`src/rtl/regfile_write_ctrl_if.sv`:
```
// Register-bank write-port bundle: two writeback requesters in, one bank write port out.
`default_nettype none

interface regfile_write_ctrl_if #(
  parameter int XLEN = 32,
  parameter int AW   = 5
);
  logic            a_valid;
  logic            a_ready;
  logic [AW-1:0]   a_rd;
  logic [XLEN-1:0] a_data;
  logic            b_valid;
  logic            b_ready;
  logic [AW-1:0]   b_rd;
  logic [XLEN-1:0] b_data;
  logic            busy;
  logic            we;
  logic [AW-1:0]   select_d;
  logic [XLEN-1:0] input_d;

  modport master (
    output a_valid, a_rd, a_data, b_valid, b_rd, b_data,
    input  a_ready, b_ready, busy, we, select_d, input_d
  );

  modport slave (
    input  a_valid, a_rd, a_data, b_valid, b_rd, b_data,
    output a_ready, b_ready, busy, we, select_d, input_d
  );
endinterface

`default_nettype wire

```
`src/rtl/regfile_write_ctrl.sv`:
```
// ============================================================================
// regfile_write_ctrl
//   Owns the bank write port: zero-sweeps x1..x31 after reset, then arbitrates
//   round-robin between writeback sources A and B, one write per cycle.
//   Revision: 1.0
// ============================================================================
`default_nettype none

module regfile_write_ctrl #(
  parameter int XLEN           = 32,
  parameter int AW             = 5,
  parameter int NREGS          = 2**AW,
  parameter int CLEAR_ON_RESET = 1
) (
  input  wire logic           clock,
  input  wire logic           reset,
  regfile_write_ctrl_if.slave bus
);

  typedef enum logic [0:0] {
    ST_INIT = 1'b0,
    ST_RUN  = 1'b1
  } state_t;

  localparam state_t        c_reset_state = (CLEAR_ON_RESET != 0) ? ST_INIT : ST_RUN;
  localparam logic [AW-1:0] c_last_idx    = AW'(NREGS - 1);
  localparam logic          c_grant_a     = 1'b0;
  localparam logic          c_grant_b     = 1'b1;

  state_t          r_state;
  logic [AW-1:0]   r_cnt;
  logic            r_last_grant;
  logic            r_we;
  logic [AW-1:0]   r_select_d;
  logic [XLEN-1:0] r_input_d;

  state_t          w_state_nxt;
  logic [AW-1:0]   w_cnt_nxt;
  logic            w_last_grant_nxt;
  logic            w_we_nxt;
  logic [AW-1:0]   w_select_d_nxt;
  logic [XLEN-1:0] w_input_d_nxt;
  logic            w_a_ready;
  logic            w_b_ready;

  always_ff @(posedge clock or posedge reset) begin
    if (reset) begin
      r_state      <= c_reset_state;
      r_cnt        <= AW'(1);
      r_last_grant <= c_grant_b;
      r_we         <= 1'b0;
      r_select_d   <= '0;
      r_input_d    <= '0;
    end else begin
      r_state      <= w_state_nxt;
      r_cnt        <= w_cnt_nxt;
      r_last_grant <= w_last_grant_nxt;
      r_we         <= w_we_nxt;
      r_select_d   <= w_select_d_nxt;
      r_input_d    <= w_input_d_nxt;
    end
  end

  always_comb begin
    w_state_nxt      = r_state;
    w_cnt_nxt        = r_cnt;
    w_last_grant_nxt = r_last_grant;
    w_we_nxt         = 1'b0;
    w_select_d_nxt   = r_select_d;
    w_input_d_nxt    = r_input_d;
    w_a_ready        = 1'b0;
    w_b_ready        = 1'b0;

    case (r_state)
      ST_INIT: begin
        w_we_nxt       = 1'b1;
        w_select_d_nxt = r_cnt;
        w_input_d_nxt  = '0;
        w_cnt_nxt      = r_cnt + AW'(1);
        if (r_cnt == c_last_idx) begin
          w_state_nxt = ST_RUN;
        end
      end
      ST_RUN: begin
        // Ready ignores the source's own valid, so the two can never both handshake.
        w_a_ready = !bus.b_valid || (r_last_grant == c_grant_b);
        w_b_ready = !bus.a_valid || (r_last_grant == c_grant_a);
        if (bus.a_valid && w_a_ready) begin
          w_we_nxt         = (bus.a_rd != '0);
          w_select_d_nxt   = bus.a_rd;
          w_input_d_nxt    = bus.a_data;
          w_last_grant_nxt = c_grant_a;
        end else if (bus.b_valid && w_b_ready) begin
          w_we_nxt         = (bus.b_rd != '0);
          w_select_d_nxt   = bus.b_rd;
          w_input_d_nxt    = bus.b_data;
          w_last_grant_nxt = c_grant_b;
        end
      end
      default: begin
        w_state_nxt = c_reset_state;
      end
    endcase
  end

  assign bus.busy     = (r_state == ST_INIT);
  assign bus.a_ready  = w_a_ready;
  assign bus.b_ready  = w_b_ready;
  assign bus.we       = r_we;
  assign bus.select_d = r_select_d;
  assign bus.input_d  = r_input_d;

endmodule

`default_nettype wire

```
`src/flat_wrapper.sv`:
```
// flat-port wrapper written by rule: the top's interface ports become plain ports
module regfile_write_ctrl_flat 
#(
  parameter int XLEN           = 32,
  parameter int AW             = 5,
  parameter int NREGS          = 2**AW,
  parameter int CLEAR_ON_RESET = 1
)
  (clock, reset, bus_a_valid, bus_a_rd, bus_a_data, bus_b_valid, bus_b_rd, bus_b_data, bus_a_ready, bus_b_ready, bus_busy, bus_we, bus_select_d, bus_input_d);
  regfile_write_ctrl_if #(.XLEN(XLEN), .AW(AW)) bus_i ();
  input  wire logic clock;
  input  wire logic reset;
  input wire logic [$bits(bus_i.a_valid)-1:0] bus_a_valid;
  input wire logic [$bits(bus_i.a_rd)-1:0] bus_a_rd;
  input wire logic [$bits(bus_i.a_data)-1:0] bus_a_data;
  input wire logic [$bits(bus_i.b_valid)-1:0] bus_b_valid;
  input wire logic [$bits(bus_i.b_rd)-1:0] bus_b_rd;
  input wire logic [$bits(bus_i.b_data)-1:0] bus_b_data;
  output wire logic [$bits(bus_i.a_ready)-1:0] bus_a_ready;
  output wire logic [$bits(bus_i.b_ready)-1:0] bus_b_ready;
  output wire logic [$bits(bus_i.busy)-1:0] bus_busy;
  output wire logic [$bits(bus_i.we)-1:0] bus_we;
  output wire logic [$bits(bus_i.select_d)-1:0] bus_select_d;
  output wire logic [$bits(bus_i.input_d)-1:0] bus_input_d;
  assign bus_i.a_valid = bus_a_valid;
  assign bus_i.a_rd = bus_a_rd;
  assign bus_i.a_data = bus_a_data;
  assign bus_i.b_valid = bus_b_valid;
  assign bus_i.b_rd = bus_b_rd;
  assign bus_i.b_data = bus_b_data;
  assign bus_a_ready = bus_i.a_ready;
  assign bus_b_ready = bus_i.b_ready;
  assign bus_busy = bus_i.busy;
  assign bus_we = bus_i.we;
  assign bus_select_d = bus_i.select_d;
  assign bus_input_d = bus_i.input_d;
  regfile_write_ctrl #(.XLEN(XLEN), .AW(AW), .NREGS(NREGS), .CLEAR_ON_RESET(CLEAR_ON_RESET)) u_core (.clock(clock), .reset(reset), .bus(bus_i));
endmodule
```
`config.mk`:
```
export PLATFORM = sky130hd
export DESIGN_NAME = regfile_write_ctrl_flat
export DESIGN_NICKNAME = d
export VERILOG_FILES = /design/src/rtl/regfile_write_ctrl_if.sv /design/src/rtl/regfile_write_ctrl.sv /design/src/flat_wrapper.sv
export SDC_FILE = /design/constraint.sdc
export NUM_CORES = 1
export LEC_CHECK = 0
export CORE_ASPECT_RATIO = 0.9
export CORE_UTILIZATION = 35
export CTS_CLUSTER_DIAMETER = 150
export CTS_CLUSTER_SIZE = 8
export DETAILED_ROUTE_END_ITERATION = 8
export MAX_ROUTING_LAYER = met4
export PLACE_DENSITY = 0.77
export SETUP_SLACK_MARGIN = 0.02
export SLEW_MARGIN = 10
export SYNTH_ARGS = -nofsm -noshare
export SYNTH_HDL_FRONTEND = slang
export SYNTH_SLANG_ARGS = --single-unit
```
`constraint.sdc`:
```
create_clock -name clock -period 1.45 [get_ports clock]
set_clock_uncertainty 0.1 [all_clocks]
set_input_delay 0.29 -clock clock [delete_from_list [all_inputs] [get_ports clock]]
set_output_delay 0.29 -clock clock [all_outputs]
set_load 0.05 [all_outputs]
```
==> metrics.md <==
| Metric | Value |
|---|---|
| Post-Syn Nets | 252 |
| Sink Count | 45 |
| Via density | approximately 5.2 |
| Cell Area, Synth | roughly 2100 µm² |
| Port Buffers | around 120 |
| Crit-path max FO | 2 |
| Antenna violations before repair | 0 |
| Register area | between 1000 and 1500 µm² |
| Starting density of the core | between 30% and 40% |
| Setup TNS | -9.944 ns |
| Worst EP arrival | between 1 and 1.5 ns |
| Worst-case clock buffer depth | 2 |
| CTS tree | yes |
| Gate Count Post-Synth | 172 |
| Sequential area share after synthesis | 53.37% |
| GRT overflow | 0 |
| Share of cells above drive strength 1 | between 30% and 40% |
| Synth Warn # | 0 |
| CP peak stage delay | between 0.5 and 0.6 ns |
| Cell variety after synth | 31 |
| Pwr Total | 4.482 mW |
| RSZ-0062 raised after global routing | true |
| Critical path launch point type | register |
| Slew @ Worst Pin | about 0.42 ns |
| P&R area growth vs syn | 106.3% |
| Post-DP HPWL | between 4000 and 5000 µm |
| Die Ht | between 70 and 80 µm |
| Vias in the first global route | between 2,000 and 2,500 |
| Area of the multi-input gates | ~930 µm² |
| ANT cells | 0 |
| Fmax | 552.2 MHz |
| Final Wtd Congestion | 0.7419 |
| CTS H-Tree Depth | 2 |
| Final setup fails | 43 |
| Setup CP Type | register to output port |
| CP Cell Sequence | and2b_2 > buf_6 > nor2_4 > buf_12 |
| Worst hold path class | input port to register |
| CP required | roughly 1.1 ns |
| Final Net Count | ~400 |
| Die X | 83.93 µm |
| Max-cap violation count | 0 |
| First-pass detailed-route iteration total | 7 |
| Final Hold Vio Count | 0 |
| Max Transition Viols Final | 0 |
| IO Pins | ~120 |
| Register bit count reported by yosys | 45 |
| Syn_area_per_cell | roughly 12 µm² |
| Filler cells | 378 |
| Clock root buffer master | clkbuf_8 |
| Largest net degree at the start of global routing | 27 |
| Clk slew on worst S/H paths | ~0.090 ns |
| DRC Markers | 12 |
| Commonest non-fill, non-tap cell in the layout | clkdlybuf4s50_1 |
| Core footprint | approximately 5800 µm² |
| Worst-Skew Late Latency | slightly below 0.3 ns |
| Slew headroom | roughly 72% |
| Leak | roughly 1.9 nW |
| Critical-path top delay cell | dfstp_2 |
| Routed wire length | 7093 µm |
| GRT Util Overall | a little under a quarter |
| Fin crit period | 1.811 ns |
| Status | finished, violations left |
| Failing checks | DRC, setup timing |
| Via count | 2,031 |
| Drt initial violations | ~150 |
| Critical Path Sink Type | output port |
| Most frequent cells in the layout | 71 x clkdlybuf4s50_1, 48 x buf_12, 42 x dfrtp_1 |
| PD cells | 1027 nW/µm² |
| Antenna Nets Post-Route | 0 |
| Worst IR Drop VDD | just over 0.7 mV |
| Num CTS Buffers | 5 |
| First-pass GRT wire length | 10,820 µm |
| WL/cell | 18.19 µm |
| Final setup margin | -0.3608 ns |
| Die Footprint | about 6400 µm² |
| Floorplan row count | 26 |
| Period utilisation layout | 124.9% |
timing repair:
item,in CTS,in global routing
pin swaps,5,7
setup buffers,10,7
gates cloned,7,0
endpoints found under the setup margin,42,43
hold buffers,0,0
gates resized for setup,32,13
metrics by stage:
stage	util (%)	instance area, µm²	instances	hold WS (ns)	setup slack [ns]
6_report	75.77	4363	390	0.1655	-0.3608
5_1_grt	75.77	4363	390	0.1781	-0.4031
4_1_cts	74.86	4310	387	0.1616	-0.3629
3_5_place_dp	67.30	3875	362	0.3861	-0.5456
3_3_place_gp	67.30	3875	362	0.3831	-0.5222
2_1_floorplan	-	2143	172	0.1998	-0.2229
final timing paths:
path | from | cells past startpoint | to | slack (ns)
worst max register to register | u_core.r_last_grant$_DFFE_PP1P_ | 8 | u_core.bus.input_d[10]$_DFFE_PP0P_ | -0.31
worst min register to register | u_core.r_cnt[3]$_DFFE_PP0N_ | 1 | u_core.r_cnt[3]$_DFFE_PP0N_ | 0.41
worst max-delay path | u_core.r_last_grant$_DFFE_PP1P_ | 4 | bus_a_ready | -0.36
min in group asynchronous | reset | 3 | u_core.bus.input_d[22]$_DFFE_PP0P_ | 0.30
worst min-delay path | bus_a_rd[0] | 2 | u_core.bus.select_d[0]$_DFFE_PP0P_ | 0.17
max in group asynchronous | reset | 3 | u_core.r_cnt[0]$_DFFE_PP1N_ | 0.71
sequential cells by signal (all words and copies together) (netlist names):
register and cells:
u_core.bus.input_d 32, u_core.bus.we 1, u_core.bus.select_d 5, u_core.r_last_grant 1, u_core.r_cnt 5, u_core.r_state 1
worst max-delay path, delay by kind of cell, from the launching register on:
kind	cells	cell delay, ns
buffers and inverters	2	0.26
and+or+nand+nor	2	0.33
DFF	1	0.54
power by group:
group | total, mW | switching (mW) | internal, mW
registers | 1.53 | 0.143 | 1.39
logic | 1.82 | 0.823 | 0.994
clock network | 1.13 | 0.446 | 0.685
logic make-up after synthesis:
kind of cell    synth area share [%]
simple gates                   15.21
compound gates                 21.30
flops                          53.37
buf+inv                        6.627
xor+xnor                       1.243
mux                            1.065
fa+ha+maj                      1.183
cell usage after synthesis:
cell	count	area, µm²
ha_1	2	25.02
a221o_1	37	370.4
or4_1	1	7.510
inv_1	7	26.28
clkbuf_1	4	15.01
and2_1	33	206.5
or3_1	1	6.260
mux2_2	2	22.52
and3_1	1	6.260
a31oi_1	1	6.260
xnor2_1	3	26.28
nor2_1	2	7.510
nor3b_2	1	12.51
buf_2	1	5.000
a32o_1	1	10.01
or2_2	1	6.260
buf_4	2	15.01
nand2_1	6	22.52
nor3_4	1	16.27
dfstp_2	2	52.55
a21boi_2	1	11.26
buf_6	7	78.83
dfrtp_1	43	1076
and2b_1	1	7.510
o32ai_1	4	35.03
nor3_1	1	5.000
o21ai_0	1	5.000
a21o_1	1	7.510
nand3_1	1	5.000
nor2b_1	2	12.51
a21oi_1	1	5.000
cell type report:
class	instances	area share, %
inverters	7	0.7743
repair buffers	152	46.97
clock buffers	5	1.577
flip-flops and latches	45	25.90
well taps	70	2.007
clock inverters	3	1.491
multi-input cells	108	21.28
routing by layer:
metal / GRT usage (%) / wire, µm / up-vias
met2: 38.80 / 3519 / 90
met1: 29.23 / 3100 / 994
met4: 5.939 / 31 / 0
li1: - / - / 943
met3: 5.309 / 441 / 4
met5: - / 0 / -
No activity file was read; power rests on OpenSTA's default activity.
